File: src/rtl/fetch_pkg.sv
// Shared types and constants for the instruction-fetch stage.
// Latency: n/a (declarations only).
// Backpressure: n/a.
package fetch_pkg;

  typedef enum logic [1:0] {
    S_IDLE,
    S_REQ,
    S_WAIT,
    S_HOLD
  } fetch_state_e;

  localparam logic [31:0] NOP_INSTR = 32'h0000_0013;  // addi x0,x0,0
  localparam logic [31:0] PC_STEP   = 32'd4;

endpackage

File: src/rtl/if_id_reg.sv
// IF/ID pipeline register: flush > stall > load > bubble.
// Latency: 1 cycle from load_i to valid_o.
// Backpressure: stall_i freezes every field; flush_i overrides stall_i.
// Ports:
//   clk, rst_n          - clock, async active-low reset
//   flush_i/stall_i     - hazard controls
//   load_i/instr_i/pc_i - new instruction to capture
//   valid_o/instr_o/pc_o/pc_plus4_o - registered IF/ID contents
module if_id_reg #(
  parameter logic [31:0] NOP_INSTR = fetch_pkg::NOP_INSTR
) (
  input  logic        clk,
  input  logic        rst_n,
  input  logic        flush_i,
  input  logic        stall_i,
  input  logic        load_i,
  input  logic [31:0] instr_i,
  input  logic [31:0] pc_i,
  output logic        valid_o,
  output logic [31:0] instr_o,
  output logic [31:0] pc_o,
  output logic [31:0] pc_plus4_o
);
  import fetch_pkg::*;

  logic        valid_q;
  logic [31:0] instr_q;
  logic [31:0] pc_q;

  always_ff @(posedge clk or negedge rst_n) begin
    if (!rst_n) begin
      valid_q <= 1'b0;
      instr_q <= NOP_INSTR;
      pc_q    <= '0;
    end else if (flush_i) begin
      // PC fields are left alone on a flush; only the payload is squashed.
      valid_q <= 1'b0;
      instr_q <= NOP_INSTR;
    end else if (stall_i) begin
      valid_q <= valid_q;
    end else if (load_i) begin
      valid_q <= 1'b1;
      instr_q <= instr_i;
      pc_q    <= pc_i;
    end else begin
      valid_q <= 1'b0;
      instr_q <= NOP_INSTR;
    end
  end

  assign valid_o    = valid_q;
  assign instr_o    = instr_q;
  assign pc_o       = pc_q;
  assign pc_plus4_o = pc_q + PC_STEP;

endmodule

File: src/rtl/fetch_stage.sv
// Instruction fetch: PC, single-outstanding imem request FSM, IF/ID register.
// Latency: request cycle n, response n+1, IF/ID valid n+2 (1 instr / 2 cycles).
// Backpressure: waits on imem_req_ready_in; stall_in parks a response in a hold buffer.
// Ports:
//   clk, rst_n                        - clock, async active-low reset
//   stall_in, flush_in                - hazard unit controls
//   redirect_valid_in/redirect_pc_in  - EX branch/jump target
//   imem_req_*                        - request channel (valid/ready)
//   imem_rsp_*                        - response channel (valid only)
//   ID_*                              - IF/ID register outputs
module fetch_stage #(
  parameter logic [31:0] RESET_PC  = 32'h0000_0000,
  parameter logic [31:0] NOP_INSTR = fetch_pkg::NOP_INSTR
) (
  input  logic        clk,
  input  logic        rst_n,
  input  logic        stall_in,
  input  logic        flush_in,
  input  logic        redirect_valid_in,
  input  logic [31:0] redirect_pc_in,
  output logic        imem_req_valid_out,
  output logic [31:0] imem_req_addr_out,
  input  logic        imem_req_ready_in,
  input  logic        imem_rsp_valid_in,
  input  logic [31:0] imem_rsp_data_in,
  output logic        ID_valid_out,
  output logic [31:0] ID_instr_out,
  output logic [31:0] ID_pc_out,
  output logic [31:0] ID_pc_plus4_out
);
  import fetch_pkg::*;

  fetch_state_e state_q, state_d;
  logic [31:0]  pc_q, pc_d;
  logic         drop_q, drop_d;
  logic [31:0]  hold_q, hold_d;
  logic         deliver;
  logic [31:0]  deliver_instr;
  logic [31:0]  redir_pc;
  logic         unused_redir_lsbs;

  assign redir_pc          = {redirect_pc_in[31:2], 2'b00};
  assign unused_redir_lsbs = ^redirect_pc_in[1:0];

  always_ff @(posedge clk or negedge rst_n) begin
    if (!rst_n) begin
      state_q <= S_IDLE;
      pc_q    <= RESET_PC;
      drop_q  <= 1'b0;
      hold_q  <= NOP_INSTR;
    end else begin
      state_q <= state_d;
      pc_q    <= pc_d;
      drop_q  <= drop_d;
      hold_q  <= hold_d;
    end
  end

  always_comb begin
    state_d       = state_q;
    pc_d          = pc_q;
    drop_d        = drop_q;
    hold_d        = hold_q;
    deliver       = 1'b0;
    deliver_instr = imem_rsp_data_in;
    unique case (state_q)
      S_IDLE: state_d = S_REQ;
      S_REQ: begin
        // The address may move under an unaccepted request; a redirect racing
        // the handshake leaves a stale response in flight, marked by drop.
        if (redirect_valid_in) pc_d = redir_pc;
        if (imem_req_ready_in) begin
          state_d = S_WAIT;
          if (redirect_valid_in) drop_d = 1'b1;
        end
      end
      S_WAIT: begin
        if (imem_rsp_valid_in) begin
          state_d = S_REQ;
          if (drop_q) begin
            drop_d = 1'b0;
            if (redirect_valid_in) pc_d = redir_pc;
          end else if (redirect_valid_in) begin
            pc_d = redir_pc;
          end else if (!stall_in) begin
            deliver = 1'b1;
            pc_d    = pc_q + PC_STEP;
          end else begin
            hold_d  = imem_rsp_data_in;
            state_d = S_HOLD;
          end
        end else if (redirect_valid_in) begin
          drop_d = 1'b1;
          pc_d   = redir_pc;
        end
      end
      S_HOLD: begin
        if (redirect_valid_in) begin
          pc_d    = redir_pc;
          state_d = S_REQ;
        end else if (!stall_in) begin
          deliver       = 1'b1;
          deliver_instr = hold_q;
          pc_d          = pc_q + PC_STEP;
          state_d       = S_REQ;
        end
      end
      default: state_d = S_IDLE;
    endcase
  end

  assign imem_req_valid_out = (state_q == S_REQ);
  assign imem_req_addr_out  = pc_q;

  // A delivery under flush is squashed in IF/ID but pc has still advanced.
  if_id_reg #(.NOP_INSTR(NOP_INSTR)) u_if_id (
    .clk        (clk),
    .rst_n      (rst_n),
    .flush_i    (flush_in),
    .stall_i    (stall_in),
    .load_i     (deliver),
    .instr_i    (deliver_instr),
    .pc_i       (pc_q),
    .valid_o    (ID_valid_out),
    .instr_o    (ID_instr_out),
    .pc_o       (ID_pc_out),
    .pc_plus4_o (ID_pc_plus4_out)
  );

endmodule

File: config.mk
export PLATFORM = sky130hd
export DESIGN_NAME = fetch_stage
export DESIGN_NICKNAME = d
export VERILOG_FILES = /design/src/rtl/fetch_pkg.sv /design/src/rtl/if_id_reg.sv /design/src/rtl/fetch_stage.sv
export SDC_FILE = /design/constraint.sdc
export NUM_CORES = 1
export LEC_CHECK = 0
export ABC_AREA = 0
export BUFFER_PORTS_ARGS = -buffer_cell sky130_fd_sc_hd__buf_2
export CELL_PAD_IN_SITES_DETAIL_PLACEMENT = 0
export CELL_PAD_IN_SITES_GLOBAL_PLACEMENT = 1
export CORE_MARGIN = 2
export CORE_UTILIZATION = 40
export CTS_CLUSTER_DIAMETER = 100
export CTS_CLUSTER_SIZE = 30
export DETAILED_ROUTE_END_ITERATION = 7
export GPL_ROUTABILITY_DRIVEN = 0
export GPL_TIMING_DRIVEN = 0
export PLACE_DENSITY_LB_ADDON = 0.08
export SLEW_MARGIN = 0
export SYNTH_ARGS = -nofsm -noshare
export SYNTH_HDL_FRONTEND = slang
export SYNTH_SLANG_ARGS = --single-unit
File: constraint.sdc
create_clock -name clk -period 2.8 [get_ports clk]
set_clock_uncertainty 0.05 [all_clocks]
set_input_delay 0.28 -clock clk [delete_from_list [all_inputs] [get_ports clk]]
set_output_delay 0.28 -clock clk [all_outputs]
set_load 0.02 [all_outputs]
## Yosys cells after proc, flatten, opt, wreduce, memory -nomap -nowiden

Index checks and enable logic that the tools add are counted.

| storage, ports and cells | value |
|---|---|
| bits in registers | 132 |
| output and inout bits | 130 |
| bits of input ports | 71 |
| word-level logic and storage cells | 58 |

| operators by class | value |
|---|---|
| add/sub/neg operators | 2 |
| equality and inequality tests | 7 |
| muxes and demuxes | 31 |
| reduce and logical (&&, ||, !) cells | 7 |
| bitwise logic cells | 4 |

Operators by type and width:

| cell | count |
|---|---|
| $mux W32 | 10 |
| $pmux W32 S3 | 1 |
| $add A32 B3 Y32 const B | 2 |
| $mux W2 | 7 |
| $mux W1 | 10 |
| $pmux W2 S4 | 1 |
| $reduce_and A3 Y1 | 2 |
| $reduce_and A5 Y1 | 1 |
| $eq A2 B2 Y1 const B | 2 |
| $ne A2 B1 Y1 const B | 2 |
| $not A1 Y1 | 4 |
| $pmux W1 S2 | 2 |
| $ne A3 B3 Y1 const B | 1 |
| $reduce_bool A3 Y1 | 1 |
| $eq A2 B1 Y1 const B | 1 |
| $logic_not A2 Y1 | 1 |
| $ne A2 B2 Y1 const B | 1 |
| $reduce_and A2 Y1 | 1 |
| $reduce_bool A2 Y1 | 1 |

## Depth between registers and ports, before layout

Gate-level depths: netlist of run 1.

| depth | value |
|---|---|
| word-level depth | 8 |
| depth in mapped cells | 9 |

## Cells and area by module

Synthesis of run 1 repeated with hierarchy kept, for this count alone.

| second synthesis, totals | value |
|---|---|
| cells, all modules | 668 |
| area, all modules | 6836.6 µm² |

Modules (own cells, without submodules):

| module | cells an instance | area each (µm²) | times used |
|---|---|---|---|
| fetch_stage | 376 | 3903.7 | 1 |
| if_id_reg | 292 | 2932.8 | 1 |

## Worst setup path after synthesis of run 1

No wires, ideal clock.

| timing | value |
|---|---|
| path kind | register to output |
| from | register u_if_id.pc_q[8] (netlist: u_if_id.pc_o[8]) |
| to | output port ID_pc_plus4_out[29] |
| data arrival time | 1983 ps |
| data required time | 2470 ps |
| path slack | 487 ps |
| cell stages (with the launch flop) | 6 |
| cells stage by stage | dfrtp_1 and3_1 nand4_1 nor4_2 nand3_1 xnor2_1 |

| on the way | value |
|---|---|
| word-level cells in the longest chain between the ends | 1 |

Ends and longest elaborated chain:

| item | line | source |
|---|---|---|
| start: declaration | if_id_reg.sv:28 | `logic [31:0] pc_q;` |
| start signal: assignment | if_id_reg.sv:44 | `pc_q <= pc_i;` |
| $add A32 B3 Y32 | if_id_reg.sv:54 | `assign pc_plus4_o = pc_q + PC_STEP;` |
| end: declaration | fetch_stage.sv:29 | `output logic [31:0] ID_pc_plus4_out` |

No other way between the ends.

## Worst setup path in the final report of run 1

| timing | value |
|---|---|
| from | register u_if_id.pc_q[14] (netlist: u_if_id.pc_o[14]) |
| to | output port ID_pc_plus4_out[30] |

Same word-level chain as after synthesis.

==> flow_metrics.env, run 1 <==
export IMPL_worstMarginPinSlew_ns=0.726
export IMPL_core_area_um2=16600
export IMPL_clk_pin_slew_worst_paths_ns=0.06
export IMPL_fin_ws_ns=0.200
export IMPL_synth_compound_area_share_pct=12.4
export IMPL_worstPathMaxFanout=6
export IMPL_start_util_pct=41.1
export IMPL_synthesis_nets=699
export IMPL_slew_viol_final=0
export IMPL_path_class="reg2out"
export IMPL_worst_skew_pair_late_latency_ns=0.43
export IMPL_finalSetupViolCount=0
export IMPL_nFillCells=1561
export IMPL_drc_errors=0
export IMPL_slowest_stage="dfrtp_1"
export IMPL_maxCapViolCount=0
export IMPL_max_slew_margin_rel_pct=51.6
export IMPL_yosys_most_used_dff="dfrtp_1"
export IMPL_dr_pass1_iters=4
export IMPL_synth_simple_gate_area_share_pct=14.1
export IMPL_stdcell_count=1076
export IMPL_hpwlAfterDp_mm=14.4
export IMPL_synth_edf_count=0
export IMPL_syn_inst=621
export IMPL_hold_viol=0
export IMPL_drtAntennaViolNets=0
export IMPL_synth_area_leaders="dfrtp_1, mux2_2, mux2_4, mux2i_1, xnor2_1"
export IMPL_grt_pass1_vias=5810
export IMPL_arrival_ns=2.27
export IMPL_cts_tree="done"
export IMPL_avgRoutedWirePerCell_um=18.2
export IMPL_finalCritPeriodShare_pct=92.9
export IMPL_cts_max_level=4
export IMPL_synth_cell_type_count=67
export IMPL_synth_top_family_by_area="multiplexers"
export IMPL_die_height_um=135
export IMPL_rsz0062_at_grt="false"
export IMPL_ys_ff_latch=132
export IMPL_period_needed_ns=2.60
export IMPL_rows=47
export IMPL_io_buffers=197
export IMPL_peakVddDrop_uv=488
export IMPL_ios=201
export IMPL_status="finished, final reports clean"
export IMPL_grt_first_pass_wirelength_mm=30.8
export IMPL_cts_path_max_buffers=2
export IMPL_path_cells="and3_1 -> nand3_1 -> nor4_4 -> nand3_1 -> xnor2_1 -> buf_2"
export IMPL_fp_dieArea_um2=18200
export IMPL_synth_xor_area_share_pct=3.84
export IMPL_hp_class="in2reg"
export IMPL_synth_seq_area_share_pct=48.4
export IMPL_critPathTopFamily="simple AND/OR/NAND/NOR gates"
export IMPL_p_leak_nw=4.44
export IMPL_synth_async_reset_ratio_pct=100
export IMPL_startpoint_type="flop"
export IMPL_grt_max_degree=73
export IMPL_worst_setup_path_end_kind="output port"
export IMPL_critPathMaxStageDelay_ns=0.44
export IMPL_yosys_warnings=0
export IMPL_power_density_nw_per_um2=987
export IMPL_place_inst=1039
export IMPL_synthMuxAreaShare_pct=17.0
export IMPL_grt_overflow_total=0
export IMPL_fmax_ghz=0.385
export IMPL_clock_sinks=132
export IMPL_die_w_um=135
export IMPL_synth_area_um2=6850
export IMPL_crit_top_cell="nand3_1"
export IMPL_wl_mm=19.6
export IMPL_cp_num_buf_inv=1
export IMPL_finalNetCount=920
export IMPL_postSynthAreaPerCell_um2=11.0
export IMPL_drt_iter0_drc=308
export IMPL_flow_area_growth_from_synthesis_pct=27.7
export IMPL_cts_buffers=17
export IMPL_yosys_area_top_type="dfrtp_1"
export IMPL_grt_usage_pct=21.9
export IMPL_num_vias=5705
export IMPL_viasPerCell=5.30
export IMPL_synthAdderAreaFrac_pct=1.28
export IMPL_synth_top_area_share_pct=46.1
export IMPL_antenna_found_initial=1
export IMPL_required_ns=2.47
export IMPL_post_place_ws_ns=0.252
export IMPL_final_layout_size_suffix_gt1_share_pct=38.9
export IMPL_cts_root_buf="clkbuf_16"
## layer usage
layer,wire (um),track usage [%],vias up,part of all wire (%)
li1,-,-,2738,-
met1,8500,27.4,2794,43
met2,9620,36.9,153,49
met3,1190,5.63,20,6.1
met4,307,7.60,0,1.6
met5,0,0,-,0
## logic make-up after synthesis
group,Yosys count
compound gates,130
mux,98
flops,132
xor+xnor,30
simple gates,182
fa+ha+maj,7
buf+inv,42
## state kept, by name (all words and copies together), names as in the netlist
register	flops
hold_q	32
imem_req_addr_out	32
u_if_id.instr_o	32
u_if_id.pc_o	32
state_q	2
drop_q	1
u_if_id.valid_o	1
## through the flow
| step | area [um^2] | power (mW) | TNS (ns) | util (%) | hold WS [ns] |
|---|---|---|---|---|---|
| 6_report | 8740 | 8.63 | 0 | 52.5 | 0.0343 |
| 5_1_grt | 8740 | 9.14 | 0 | 52.5 | 0.0349 |
| 4_1_cts | 8730 | 8.68 | 0 | 52.5 | 0.0239 |
| 3_5_place_dp | 8140 | 6.58 | 0 | 48.9 | 0.255 |
| 3_3_place_gp | 8110 | 6.51 | -57.33 | 48.7 | 0.409 |
| 2_1_floorplan | 6850 | 5.35 | 0 | - | -0.0656 |
## synth_stat cells (7+ instances only)
master,instances
o21ai_0,40
xnor2_1,25
mux2_2,38
nor3_1,11
mux2i_1,31
inv_1,11
a22oi_1,7
nor2_1,29
buf_2,8
clkbuf_1,15
nand3_1,26
nand2_1,58
a21oi_1,24
dfrtp_1,126
and3_1,8
ha_1,7
mux2_4,27
nand4_1,16
## final timing paths
path	startpoint	depth (start not counted)	endpoint	slack, ns
max	u_if_id.pc_o[14]	6	ID_pc_plus4_out[30]	0.20
min	imem_rsp_data_in[11]	2	hold_q[11]	0.03
max reg2reg	state_q[0]	9	u_if_id.pc_o[30]	0.37
min reg2reg	u_if_id.instr_o[29]	2	u_if_id.instr_o[29]	0.43
max in group asynchronous	rst_n	3	hold_q[0]	1.55
min in group asynchronous	rst_n	2	u_if_id.pc_o[8]	0.35
## timing repair
| item | in CTS | in global routing |
|---|---|---|
| gates resized for setup | 2 | 1 |
| endpoints found under the setup margin | 8 | 5 |
| pin swaps | 1 | 2 |
| buffers inserted | 3 | 0 |
| hold buffers | 1 | 0 |
| endpoints found under the hold margin | 58 | 0 |
## layout by cell type (no fill, tap or decap), types with 17 or more instances in the layout
cell type,instances
nor2_1,29
mux2i_1,31
o21ai_0,40
nand2_1,58
clkbuf_16,17
dfrtp_1,126
mux2_4,27
a21oi_1,24
xnor2_1,25
nand3_1,25
buf_2,204
mux2_2,38
## report_power, final
part	leakage (nW)	total, mW	internal (mW)	switching (mW)
combinational	2.47	3.32	1.36	1.96
sequential	1.71	3.23	2.47	0.760
clock	0.262	2.08	1.20	0.880
total	4.44	8.63	5.03	3.60
## cell type report
cell class | count | area [um^2] | area share, %
multi-input cells | 447 | 3350 | 38.3
flip-flops and latches | 132 | 3310 | 37.9
repair buffers | 202 | 1050 | 12.0
clock buffers | 21 | 470 | 5.38
well taps | 220 | 275 | 3.15
plain buffers | 30 | 160 | 1.83
clock inverters | 11 | 76.3 | 0.873
inverters | 12 | 45.0 | 0.515
diodes | 1 | 2.50 | 0.0286
(Power assumes the default switching activity.)
==> run 2, diff against run 1 <==
--- a/config.mk
+++ b/config.mk
@@ -7,10 +7,8 @@
 export LEC_CHECK = 0
 export ABC_AREA = 0
 export BUFFER_PORTS_ARGS = -buffer_cell sky130_fd_sc_hd__buf_2
-export CELL_PAD_IN_SITES_DETAIL_PLACEMENT = 0
-export CELL_PAD_IN_SITES_GLOBAL_PLACEMENT = 1
 export CORE_MARGIN = 2
-export CORE_UTILIZATION = 40
+export CORE_UTILIZATION = 47
 export CTS_CLUSTER_DIAMETER = 100
 export CTS_CLUSTER_SIZE = 30
 export DETAILED_ROUTE_END_ITERATION = 7
==> run 2 against run 1 <==
Critical path depth did not move. Register-to-register slack got worse by 0.08 ns. Total power is 2.4% higher. Setup slack got worse by 0.044 ns.
==> flow_metrics.env, run 2 (synthesized netlist as in run 1, its figures left out) <==
export IMPL_worstPathMaxFanout=6
export IMPL_cts_path_max_buffers=2
export IMPL_final_layout_size_suffix_gt1_share_pct=39.1
export IMPL_cts_buffers=17
export IMPL_rows=44
export IMPL_required_ns=2.47
export IMPL_hold_depth=2
export IMPL_final_core_util_pct=61.0
export IMPL_startpoint_type="flop"
export IMPL_dr_pass1_iters=5
export IMPL_maxCapViolCount=0
export IMPL_rrSetupSlack_ns=0.29
export IMPL_max_slew_margin_rel_pct=37.9
export IMPL_power_density_nw_per_um2=1010
export IMPL_num_antenna_cells=0
export IMPL_ff2ff_path_depth=7
export IMPL_critPathMaxStageDelay_ns=0.46
export IMPL_core_area_um2=14400
export IMPL_grt_first_pass_wirelength_mm=30.2
export IMPL_worst_skew_pair_late_latency_ns=0.42
export IMPL_nFillCells=1240
export IMPL_arrival_ns=2.31
export IMPL_grt_max_degree=68
export IMPL_finalCritPeriodShare_pct=94.4
export IMPL_clk_pin_slew_worst_paths_ns=0.06
export IMPL_finalSetupViolCount=0
export IMPL_finalNetCount=921
export IMPL_grt_usage_pct=24.1
export IMPL_cp_num_buf_inv=2
export IMPL_r2r_start="state_q[0]"
export IMPL_cts_root_buf="clkbuf_16"
export IMPL_path_class="reg2out"
export IMPL_status="finished, final reports clean"
export IMPL_clock_sinks=132
export IMPL_hpwlAfterDp_mm=13.6
export IMPL_cts_tree="done"
export IMPL_worstReg2RegEnd="imem_req_addr_out[10]"
export IMPL_viasPerCell=5.63
export IMPL_hold_ws_ns=0.0454
export IMPL_worst_setup_path_end_kind="output port"
export IMPL_ios=201
export IMPL_start_util_pct=47.6
export IMPL_antenna_found_initial=0
export IMPL_p_leak_nw=4.48
export IMPL_io_buffers=197
export IMPL_wl_mm=18.6
export IMPL_avgRoutedWirePerCell_um=17.9
export IMPL_min_delay_start="imem_rsp_data_in[12]"
export IMPL_path_cells="ha_1 -> nand3_2 -> nor4_4 -> buf_4 -> xor2_1 -> buf_2"
export IMPL_fmax_ghz=0.378
export IMPL_final_cell_mix="buf_2, dfrtp_1, nand2_1"
export IMPL_min_to="hold_q[12]"
export IMPL_flow_area_growth_from_synthesis_pct=28.1
export IMPL_peakVddDrop_uv=462
export IMPL_die_height_um=125
export IMPL_drtAntennaViolNets=0
export IMPL_num_vias=5858
export IMPL_grt_overflow_total=0
export IMPL_hp_class="in2reg"
export IMPL_period_needed_ns=2.64
export IMPL_grt_pass1_vias=5825
export IMPL_drc_errors=0
export IMPL_worstMarginPinSlew_ns=0.929
export IMPL_slowest_stage="dfrtp_1"
export IMPL_cts_max_level=4
export IMPL_drt_iter0_drc=402
export IMPL_layout_commonest_cell="buf_2"
export IMPL_fp_dieArea_um2=15500
export IMPL_die_w_um=125
export IMPL_hold_viol=0
export IMPL_critPathTopFamily="simple AND/OR/NAND/NOR gates"
export IMPL_slew_viol_final=0
-- run 2: timing repair --
action | 4_1_cts | 5_1_grt
buffers inserted | 2 | 2
endpoints found under the setup margin | 6 | 3
gates resized for setup | 2 | 3
hold buffers | 1 | 0
hold endpoints to repair | 66 | 0
pin swaps | 2 | 1
-- run 2: how the worst max path moves through the flow --
| stage | cells after the start | end | slack (ns) | start |
|---|---|---|---|---|
| 2_1_floorplan | 5 | ID_pc_plus4_out[29] | 0.49 | u_if_id.pc_o[8] |
| 3_3_place_gp | 1 | u_if_id.instr_o[24] | -0.42 | rst_n |
| 3_5_place_dp | 7 | imem_req_addr_out[10] | 0.27 | state_q[0] |
| 4_1_cts | 6 | ID_pc_plus4_out[25] | 0.06 | u_if_id.pc_o[4] |
| 5_1_grt | 6 | ID_pc_plus4_out[24] | -0.0007 | u_if_id.pc_o[2] |
| 6_report | 6 | ID_pc_plus4_out[24] | 0.16 | u_if_id.pc_o[3] |
-- run 2: area by class of cell --
cell class	count	area [um^2]	area share, %
Timing Repair Buffer	203	1060	12.1
Clock buffer	18	429	4.89
Buffer	30	160	1.83
Tap cell	184	230	2.63
Inverter	12	45.0	0.514
Sequential cell	132	3310	37.8
Clock inverter	14	179	2.04
Multi-Input combinational cell	447	3360	38.3
-- run 2: routing by layer --
metal	up-vias	global-route usage, %	routed length (um)
met1	2890	30.2	7820
met5	-	0	0
li1	2744	-	-
met2	203	40.4	9180
met4	0	6.48	241
met3	21	7.56	1370
-- run 2: stage by stage --
step                power (mW)  instance area [um^2]  std cells  setup WS [ns]  setup TNS, ns
global route              9.33                  8770       1040      -0.000715      -0.000715
detailed placement        6.56                  8100       1003          0.269              0
CTS                       8.87                  8740       1038         0.0644              0
global placement          6.44                  8060       1002         -0.425         -52.37
finish                    8.83                  8770       1040          0.155              0
floorplan                 5.35                  6850        621          0.487              0
-- run 2: where the power goes --
group | switching (mW) | total, mW | internal [mW]
Sequential | 0.759 | 3.23 | 2.47
Clock | 0.888 | 2.30 | 1.41
Combinational | 1.95 | 3.31 | 1.36
